### src/rtl/forth_stack.sv
`default_nettype none
// ============================================================================
// Module   : forth_stack
// Purpose  : Forth data/return stack engine. The top two entries live in
//            registers (tos/nos); deeper entries spill to a synchronous-read
//            RAM of DEPTH-2 words. Stack words execute as single accepted
//            operations under a valid/ready handshake.
// Ports    : i_clk, i_rst_n (async, active-low)
//            i_op_valid / o_op_ready  - operation handshake
//            i_op[2:0], i_op_wdata    - opcode and PUSH/REPLACE operand
//            o_tos, o_nos             - registered top / next of stack
//            o_depth, o_empty, o_full - entry count and status
//            o_err_overflow, o_err_underflow, i_err_clear - sticky errors
// Revision : 1.0 - initial release
// ============================================================================
module forth_stack #(
  parameter int WIDTH = 8,
  parameter int DEPTH = 16
) (
  input  logic                   i_clk,
  input  logic                   i_rst_n,
  input  logic                   i_op_valid,
  output logic                   o_op_ready,
  input  logic [2:0]             i_op,
  input  logic [WIDTH-1:0]       i_op_wdata,
  output logic [WIDTH-1:0]       o_tos,
  output logic [WIDTH-1:0]       o_nos,
  output logic [$clog2(DEPTH):0] o_depth,
  output logic                   o_empty,
  output logic                   o_full,
  output logic                   o_err_overflow,
  output logic                   o_err_underflow,
  input  logic                   i_err_clear
);

  localparam int DW = $clog2(DEPTH) + 1;
  localparam int AW = $clog2(DEPTH - 2);

  localparam logic [2:0] c_OP_NOP     = 3'd0;
  localparam logic [2:0] c_OP_PUSH    = 3'd1;
  localparam logic [2:0] c_OP_DROP    = 3'd2;
  localparam logic [2:0] c_OP_DUP     = 3'd3;
  localparam logic [2:0] c_OP_SWAP    = 3'd4;
  localparam logic [2:0] c_OP_OVER    = 3'd5;
  localparam logic [2:0] c_OP_REPLACE = 3'd6;
  localparam logic [2:0] c_OP_ROT     = 3'd7;

  localparam logic [DW-1:0] c_DEPTH_MAX = DW'(DEPTH);

  typedef enum logic [1:0] {
    ST_READY  = 2'd0,
    ST_REFILL = 2'd1,
    ST_ROT_RD = 2'd2
  } state_t;

  state_t            r_state;
  state_t            w_state_next;
  logic [WIDTH-1:0]  r_tos;
  logic [WIDTH-1:0]  r_nos;
  logic [DW-1:0]     r_depth;
  logic              r_err_ovf;
  logic              r_err_unf;
  logic [WIDTH-1:0]  r_rdata;
  logic [WIDTH-1:0]  r_mem [0:DEPTH-3];

  logic              w_d_ge1;
  logic              w_d_ge2;
  logic              w_d_ge3;
  logic              w_is_full;
  logic [AW-1:0]     w_addr_m2;
  logic [AW-1:0]     w_addr_m3;
  logic              w_legal;
  logic              w_ovf_cause;
  logic              w_push;
  logic [WIDTH-1:0]  w_push_val;
  logic              w_accept;
  logic              w_do;
  logic              w_reject;
  logic              w_mem_we;
  logic [AW-1:0]     w_mem_waddr;
  logic              w_mem_re;

  assign w_d_ge1   = (r_depth != '0);
  assign w_d_ge2   = (r_depth >= DW'(2));
  assign w_d_ge3   = (r_depth >= DW'(3));
  assign w_is_full = (r_depth == c_DEPTH_MAX);

  // Entry i of the stack sits at RAM address i, so the entry just below nos
  // is d-3 and the slot nos spills into on a push is d-2.
  assign w_addr_m2 = AW'(r_depth - DW'(2));
  assign w_addr_m3 = AW'(r_depth - DW'(3));

  // Legality decode. A full stack is the only overflow cause; every other
  // rejection is an underflow.
  always_comb begin
    w_legal     = 1'b1;
    w_ovf_cause = 1'b0;
    w_push      = 1'b0;
    w_push_val  = i_op_wdata;
    case (i_op)
      c_OP_NOP: w_legal = 1'b1;
      c_OP_PUSH: begin
        w_push      = 1'b1;
        w_legal     = !w_is_full;
        w_ovf_cause = w_is_full;
      end
      c_OP_DROP: w_legal = w_d_ge1;
      c_OP_DUP: begin
        w_push      = 1'b1;
        w_push_val  = r_tos;
        w_legal     = w_d_ge1 && !w_is_full;
        w_ovf_cause = w_is_full;
      end
      c_OP_SWAP: w_legal = w_d_ge2;
      c_OP_OVER: begin
        w_push      = 1'b1;
        w_push_val  = r_nos;
        w_legal     = w_d_ge2 && !w_is_full;
        w_ovf_cause = w_is_full;
      end
      c_OP_REPLACE: w_legal = w_d_ge1;
      c_OP_ROT:     w_legal = w_d_ge3;
      default:      w_legal = 1'b1;
    endcase
  end

  assign w_accept = i_op_valid && (r_state == ST_READY);
  assign w_do     = w_accept && w_legal;
  assign w_reject = w_accept && !w_legal;

  always_comb begin
    w_state_next = r_state;
    o_op_ready   = 1'b0;
    case (r_state)
      ST_READY: begin
        o_op_ready = 1'b1;
        if (w_do && (i_op == c_OP_ROT)) begin
          w_state_next = ST_ROT_RD;
        end else if (w_do && (i_op == c_OP_DROP) && w_d_ge3) begin
          w_state_next = ST_REFILL;
        end
      end
      ST_REFILL: w_state_next = ST_READY;
      ST_ROT_RD: w_state_next = ST_READY;
      default:   w_state_next = ST_READY;
    endcase
  end

  always_ff @(posedge i_clk or negedge i_rst_n) begin
    if (!i_rst_n) begin
      r_state   <= ST_READY;
      r_tos     <= '0;
      r_nos     <= '0;
      r_depth   <= '0;
      r_err_ovf <= 1'b0;
      r_err_unf <= 1'b0;
    end else begin
      r_state <= w_state_next;

      // Clear first so that a same-cycle set overrides it.
      if (i_err_clear) begin
        r_err_ovf <= 1'b0;
        r_err_unf <= 1'b0;
      end
      if (w_reject) begin
        if (w_ovf_cause) r_err_ovf <= 1'b1;
        else             r_err_unf <= 1'b1;
      end

      if (w_do) begin
        if (w_push) begin
          r_nos   <= r_tos;
          r_tos   <= w_push_val;
          r_depth <= r_depth + DW'(1);
        end else begin
          case (i_op)
            c_OP_DROP: begin
              r_tos   <= r_nos;
              r_depth <= r_depth - DW'(1);
              // Deeper drops refill nos from RAM in the REFILL cycle.
              if (r_depth == DW'(2)) r_nos <= '0;
              if (r_depth == DW'(1)) begin
                r_tos <= '0;
                r_nos <= '0;
              end
            end
            c_OP_SWAP: begin
              r_tos <= r_nos;
              r_nos <= r_tos;
            end
            c_OP_REPLACE: r_tos <= i_op_wdata;
            default: ;
          endcase
        end
      end

      if (r_state == ST_REFILL) begin
        r_nos <= r_rdata;
      end
      if (r_state == ST_ROT_RD) begin
        r_nos <= r_tos;
        r_tos <= r_rdata;
      end
    end
  end

  // Spill RAM: written on pushes with d>=2 and on the ROT commit (the old
  // nos sinks into the slot the third entry came from).
  assign w_mem_we    = (w_do && w_push && w_d_ge2) || (r_state == ST_ROT_RD);
  assign w_mem_waddr = (r_state == ST_ROT_RD) ? w_addr_m3 : w_addr_m2;
  assign w_mem_re    = w_do && (((i_op == c_OP_DROP) && w_d_ge3) || (i_op == c_OP_ROT));

  always_ff @(posedge i_clk) begin
    if (w_mem_we) r_mem[w_mem_waddr] <= r_nos;
    if (w_mem_re) r_rdata <= r_mem[w_addr_m3];
  end

  assign o_tos           = r_tos;
  assign o_nos           = r_nos;
  assign o_depth         = r_depth;
  assign o_empty         = (r_depth == '0);
  assign o_full          = w_is_full;
  assign o_err_overflow  = r_err_ovf;
  assign o_err_underflow = r_err_unf;

endmodule
`default_nettype wire

### config.mk
export PLATFORM = sky130hd
export DESIGN_NAME = forth_stack
export DESIGN_NICKNAME = d
export VERILOG_FILES = /design/src/rtl/forth_stack.sv
export SDC_FILE = /design/constraint.sdc
export NUM_CORES = 1
export LEC_CHECK = 0
export ABC_AREA = 1
export CORE_MARGIN = 2
export CORE_UTILIZATION = 30
export CTS_CLUSTER_SIZE = 10
export DETAILED_ROUTE_END_ITERATION = 6
export GPL_ROUTABILITY_DRIVEN = 1
export GPL_TIMING_DRIVEN = 0
export MAX_ROUTING_LAYER = met4
export SYNTH_ARGS = -nofsm -noshare
export SYNTH_HDL_FRONTEND = slang
export SYNTH_SLANG_ARGS = --single-unit
### constraint.sdc
create_clock -name i_clk -period 2.8 [get_ports i_clk]
set_input_delay 0.56 -clock i_clk [delete_from_list [all_inputs] [get_ports i_clk]]
set_output_delay 0.56 -clock i_clk [all_outputs]
set_load 0.02 [all_outputs]
# Yosys cells after proc, flatten, opt, wreduce, memory -nomap -nowiden
# Memories as Yosys holds them, arrays and structs flattened. A register that Yosys moved wholly into a read port is not among the register bits.
# Cells that the tools add are included.
# word_totals
reg_bits,25
mem_bits_rw,112
in_bits,15
out_inout_bits,26
elab_cells,89
memories,1
# op_classes
n_addsub,4
magnitude_cmp,2
eq_ne,15
muxes,31
n_reduce_logical,30
# mem_list
name,words,width,rd,rd_ports_with_merged_regs,wr,line_no,text
r_mem,14,8,1,1,1,64,logic [WIDTH-1:0] r_mem [0:DEPTH-3];
# ops
operator,n
$mux W8,10
$pmux W8 S2,2
$pmux W8 S3,1
$reduce_bool A5 Y1,3
$eq A3 B3 Y1 const B,4
$logic_and A1 B1 Y1,12
$mux W1,11
$ge A5 B2 Y1 const B,2
$mux W5,2
$sub A4 B2 Y4 const B,2
$pmux W1 S7,1
$eq A3 B2 Y1 const B,2
$mux W2,3
$ne A6 B2 Y1 const B,1
$reduce_and A3 Y1,2
$add A5 B1 Y5 const B,1
$eq A5 B1 Y1 const B,1
$eq A5 B2 Y1 const B,1
$eq A5 B5 Y1 const B,1
$logic_not A5 Y1,1
$sub A5 B1 Y5 const B,1
$mux W4,1
$reduce_bool A2 Y1,2
$eq A3 B1 Y1 const B,1
12 further kinds,14

# Logic depth before layout (Yosys ltp)
# Gate-level depths: netlist of run 1.
# depth
word_depth,10
depth_mapped,15
depth_no_buf,12

# Worst setup path after synthesis of run 1
# No wires, ideal clock.
# synth_path
path_type,register -> register
from,reg r_depth[0] (netlist: o_depth[0])
to,mem r_mem[1][0] (enable)
setup_time_ns,0.375
arrival_ns,2.396
required_time_ns,2.425
setup_slack_ns,0.029
path_stages_with_launch,14
path_buffers,4
period_less_slack_ns,2.771
cell_sequence,dfrtp_1 buf_2 inv_1 buf_2 buf_2 ha_1 nand2_1 inv_1 nand2_1 nand2_2 nand3_4 nand4_4 buf_6 a21oi_1
# synth_via
elab_chain_len,10
word_cells_on_any_way,17
cone_classes,2 x add/sub; 2 x order compare; 1 x eq/ne; 4 x mux; 8 x reduce/logical
# synth_lines
element,line_no,text
"start, declared",60,logic [DW-1:0] r_depth;
"start signal, assigned",174,r_depth <= r_depth + DW'(1);
"start signal, assigned",179,r_depth <= r_depth - DW'(1);
branches (longest 10 deep; another with $ge A5 B2 Y1),n/a,
"end, declared",64,
# Parallel ways; which one is timed is not known.

# Final worst setup path of run 1
# layout_path
from,reg r_depth[0] (netlist: o_depth[0])
to,out o_empty
# layout_via
elab_chain_len,1
# layout_lines
element,line_no,text
$logic_not A5 Y1,221,assign o_empty = (r_depth == '0);
"end, declared",29,"output logic o_empty,"
# Every way passes these cells.

==> results of run 1 <==
[state kept, by name, summed over array words and instances (netlist names)]
signal / flops
r_state: 2
r_mem: 112
r_rdata: 8
o_tos: 8
o_depth: 5
o_nos: 8
o_err_underflow: 1
o_err_overflow: 1
[how the worst max path moves through the flow]
stage	start	to	slack (ps)	cells past startpoint
3_5_place_dp	o_depth[0]	r_mem[5][2]	-740	12
2_1_floorplan	o_depth[0]	r_mem[1][0]	30	13
4_1_cts	o_depth[0]	o_empty	20	10
5_1_grt	o_depth[0]	o_empty	20	9
3_3_place_gp	o_depth[0]	r_mem[5][2]	-710	12
6_report	o_depth[0]	o_empty	170	9
[worst max-delay path, delay by kind of cell, from the launching register on]
| family | cells | cell delay [ps] |
|---|---|---|
| simple gates | 2 | 150 |
| fa+ha+maj | 1 | 210 |
| flops | 1 | 420 |
| buf+inv | 6 | 860 |
[power by group through the flow]
stage          Sequential [W]  Combinational, W  Clock, W
2_1_floorplan         0.00337           0.00278         0
3_3_place_gp          0.00342           0.00439         0
3_5_place_dp          0.00342           0.00443         0
4_1_cts               0.00338           0.00470   0.00227
5_1_grt               0.00343           0.00526   0.00236
6_report              0.00338           0.00478   0.00223
[routing by layer]
metal | vias up | track usage [%] | part of all wire [%]
met4 | 0 | 6.12 | 2.5
met1 | 2570 | 22.1 | 47
met2 | 174 | 24.5 | 45
met5 | - | - | 0
li1 | 2604 | - | -
met3 | 25 | 3.30 | 5.4
[layout make-up]
cell class	count	area share [%]
plain buffers	33	2.00
multi-input cells	484	30.1
flip-flops and latches	145	48.3
inverters	39	1.67
clock buffers	17	4.85
clock inverters	15	1.80
repair buffers	54	6.90
well taps	313	4.47
[stage by stage]
stage	instances	area (µm²)	worst slack [ps]	hold slack (ps)	total power, W
2_1_floorplan	702	7010	28.9	264	0.00615
3_3_place_gp	1054	7790	-713	471	0.00781
3_5_place_dp	1054	7790	-743	477	0.00786
4_1_cts	1097	8710	22.5	493	0.0103
5_1_grt	1100	8760	17.4	509	0.0110
6_report	1100	8760	171	484	0.0104
[cells by family (layout without fill, tap and decap cells)]
kind of cell    Yosys count  in the layout  synth area share [%]
buf+inv                  73            158                  4.32
fa+ha+maj                12             12                  2.14
flops                   145            145                  60.4
xor+xnor                 10             10                  1.36
simple gates            316            316                  19.7
compound gates          146            146                  12.1
[cells in the mapped netlist]
cell type	number
nor2_4	1
o21ai_0	60
nand2_4	1
xor2_2	1
ha_1	12
inv_1	34
nand3b_1	1
nor2_1	117
or2_2	1
o211ai_1	24
nand2_2	4
nand4_4	1
a21oi_1	28
nand3_1	60
clkbuf_1	19
nand3_2	2
nor2_8	1
buf_1	1
edfxtp_1	120
nor2_2	2
nor3_1	1
buf_4	2
buf_6	1
xnor2_1	2
nand3_4	2
inv_2	5
nand4_1	3
o32ai_1	8
a32oi_2	1
buf_2	11
o21ai_2	2
a31oi_1	8
xor2_1	7
o21ai_1	15
dfrtp_1	25
nand2_1	119
[what timing repair did]
action                                  in CTS  in global routing
resized for setup                           45                  2
buffers inserted                            11                  4
pin swaps                                    7                  0
endpoints found under the setup margin     123                122
==> run metrics, run 1 <==
status=finished, final reports clean; clock-pin transition on the worst setup and hold timing paths=60 ps; worst-path fanout max=21; clk_skew=15.7 ps; share of final-layout standard cells stronger than drive strength 1=13.0%; worst-skew pair later-pin latency=420 ps; maximum operating frequency=380 MHz; Starting DRT DRC Count=441; data required time of the critical path=2240 ps; net switching power figure=0.00458 W; TritonCTS clock tree=yes; # Max-Cap Violations=0; number of endpoints with negative hold slack in the final report=0; critical path, cell by cell=buf_4 > inv_2 > buf_8 > ha_2 > nand2_1 > inv_1 > nand2_1 > inv_1 > clkdlybuf4s15_2; initial cell density of the core=30.8%; H-tree lvl count=4; mean routed wirelength per cell=17.1 µm; Critical Path Start Type=flop; grt ovf=0; Worst path slowest cell=dfrtp_1; antenna cells=0; count of standard-cell rows=55; number of fill cells=2226; number of iterations in the first detailed-routing pass=5; Min-Delay Endpoint=o_err_underflow; gate count of the mapped netlist=702; Crit. End Element=output pin; internal power summed over all cells=0.00580 W; endpoint of the worst-slack reg-to-reg timing path=r_mem[6][3]; nets in the synthesized netlist=729; setup repair after global routing missed its margin=false; sequential standard cell area=4230 µm²; most frequent cells in the layout=edfxtp_1 (120), nand2_1 (119), nor2_1 (117); switching part of the total=44.1%; number of clock sinks=145; die footprint=24600 µm²; Final setup viols=0; part of the Yosys area used for sequential elements=60.4%; ranking of synthesized cells by area=edfxtp_1 (51%), dfrtp_1 (8.9%), nand2_1 (6.4%); register bit count reported by yosys=145; pin count of the biggest net entering global routing=26; placeable core region=22800 µm²; final layout net count=801; Post-DP HPWL=12.6 mm; power density relative to cell area=1180 nW/µm²; WHS Path Cells=2; Flop pwr share=32.5%; Ys Warns=0; Crit Reg-Reg Startpoint=o_depth[0]; ratio of final minimum period to clock period=93.9%; global-route total usage across every layer=16.4%; library cell with the largest summed area after synthesis=edfxtp_1; worst slew pin tran=1230 ps; number of antenna violations at the first check in global routing=0; type of the worst setup path=reg -> out; Final Max Slew Viols=0; number of buffers on the longest clock path=2; vias post-DR=5373; maximum vdd drop=0.000465 V; ports placed on the boundary=41; die height=157 µm; clock buffers created by TritonCTS=17; r2r worst-path depth=10; via count normalized by instance count=4.88; post-layout min period=2630 ps; worst rel slew slack=17.9%; post-synthesis cell area=7010 µm²; maximum cell stage delay along the critical path=420 ps; Post-CTS Hold Buffers=0; hold wc startpoint=o_err_underflow; remaining number of nets flagged by the antenna check after routing=0; Distinct cells, synth=36; last weighted congestion value of the routability-driven placer=0.844; share of the synthesized area in the top cell type=51.4%; x dimension of the die=157 µm; post-synthesis area per instance=9.98 µm²; first-pass GRT wire length=29.5 mm; fraction of the core area covered by cells at the end of the flow=38.5%; number of global-route vias before repair=5151; most common library cell in the layout ignoring fill and taps=edfxtp_1; final WL=18.8 mm; endpoint arrival time on the critical path=2070 ps; DRC violations left=0; combinational fraction of design power=46.0%; root buffer cell=clkbuf_16; setup slack, reg-to-reg=200 ps; area used by multi-input combinational logic=2640 µm²; area growth from synthesis to final layout=25.1%; total negative slack for setup checks=0 ps; number of buffers added on ports=39; static leakage power=3.23 nW; power share of the clock group=21.5%; class of the worst hold path=reg -> reg
No activity file was read; power rests on OpenSTA's default activity.
==> inputs of run 2 (changes only) <==
--- a/config.mk
+++ b/config.mk
@@ -13,6 +13,7 @@
 export GPL_ROUTABILITY_DRIVEN = 1
 export GPL_TIMING_DRIVEN = 0
 export MAX_ROUTING_LAYER = met4
+export SKIP_LAST_GASP = 1
 export SYNTH_ARGS = -nofsm -noshare
 export SYNTH_HDL_FRONTEND = slang
 export SYNTH_SLANG_ARGS = --single-unit
==> results of run 2 <==
The final DEF is identical to that of run 1; final timing and power are the same.
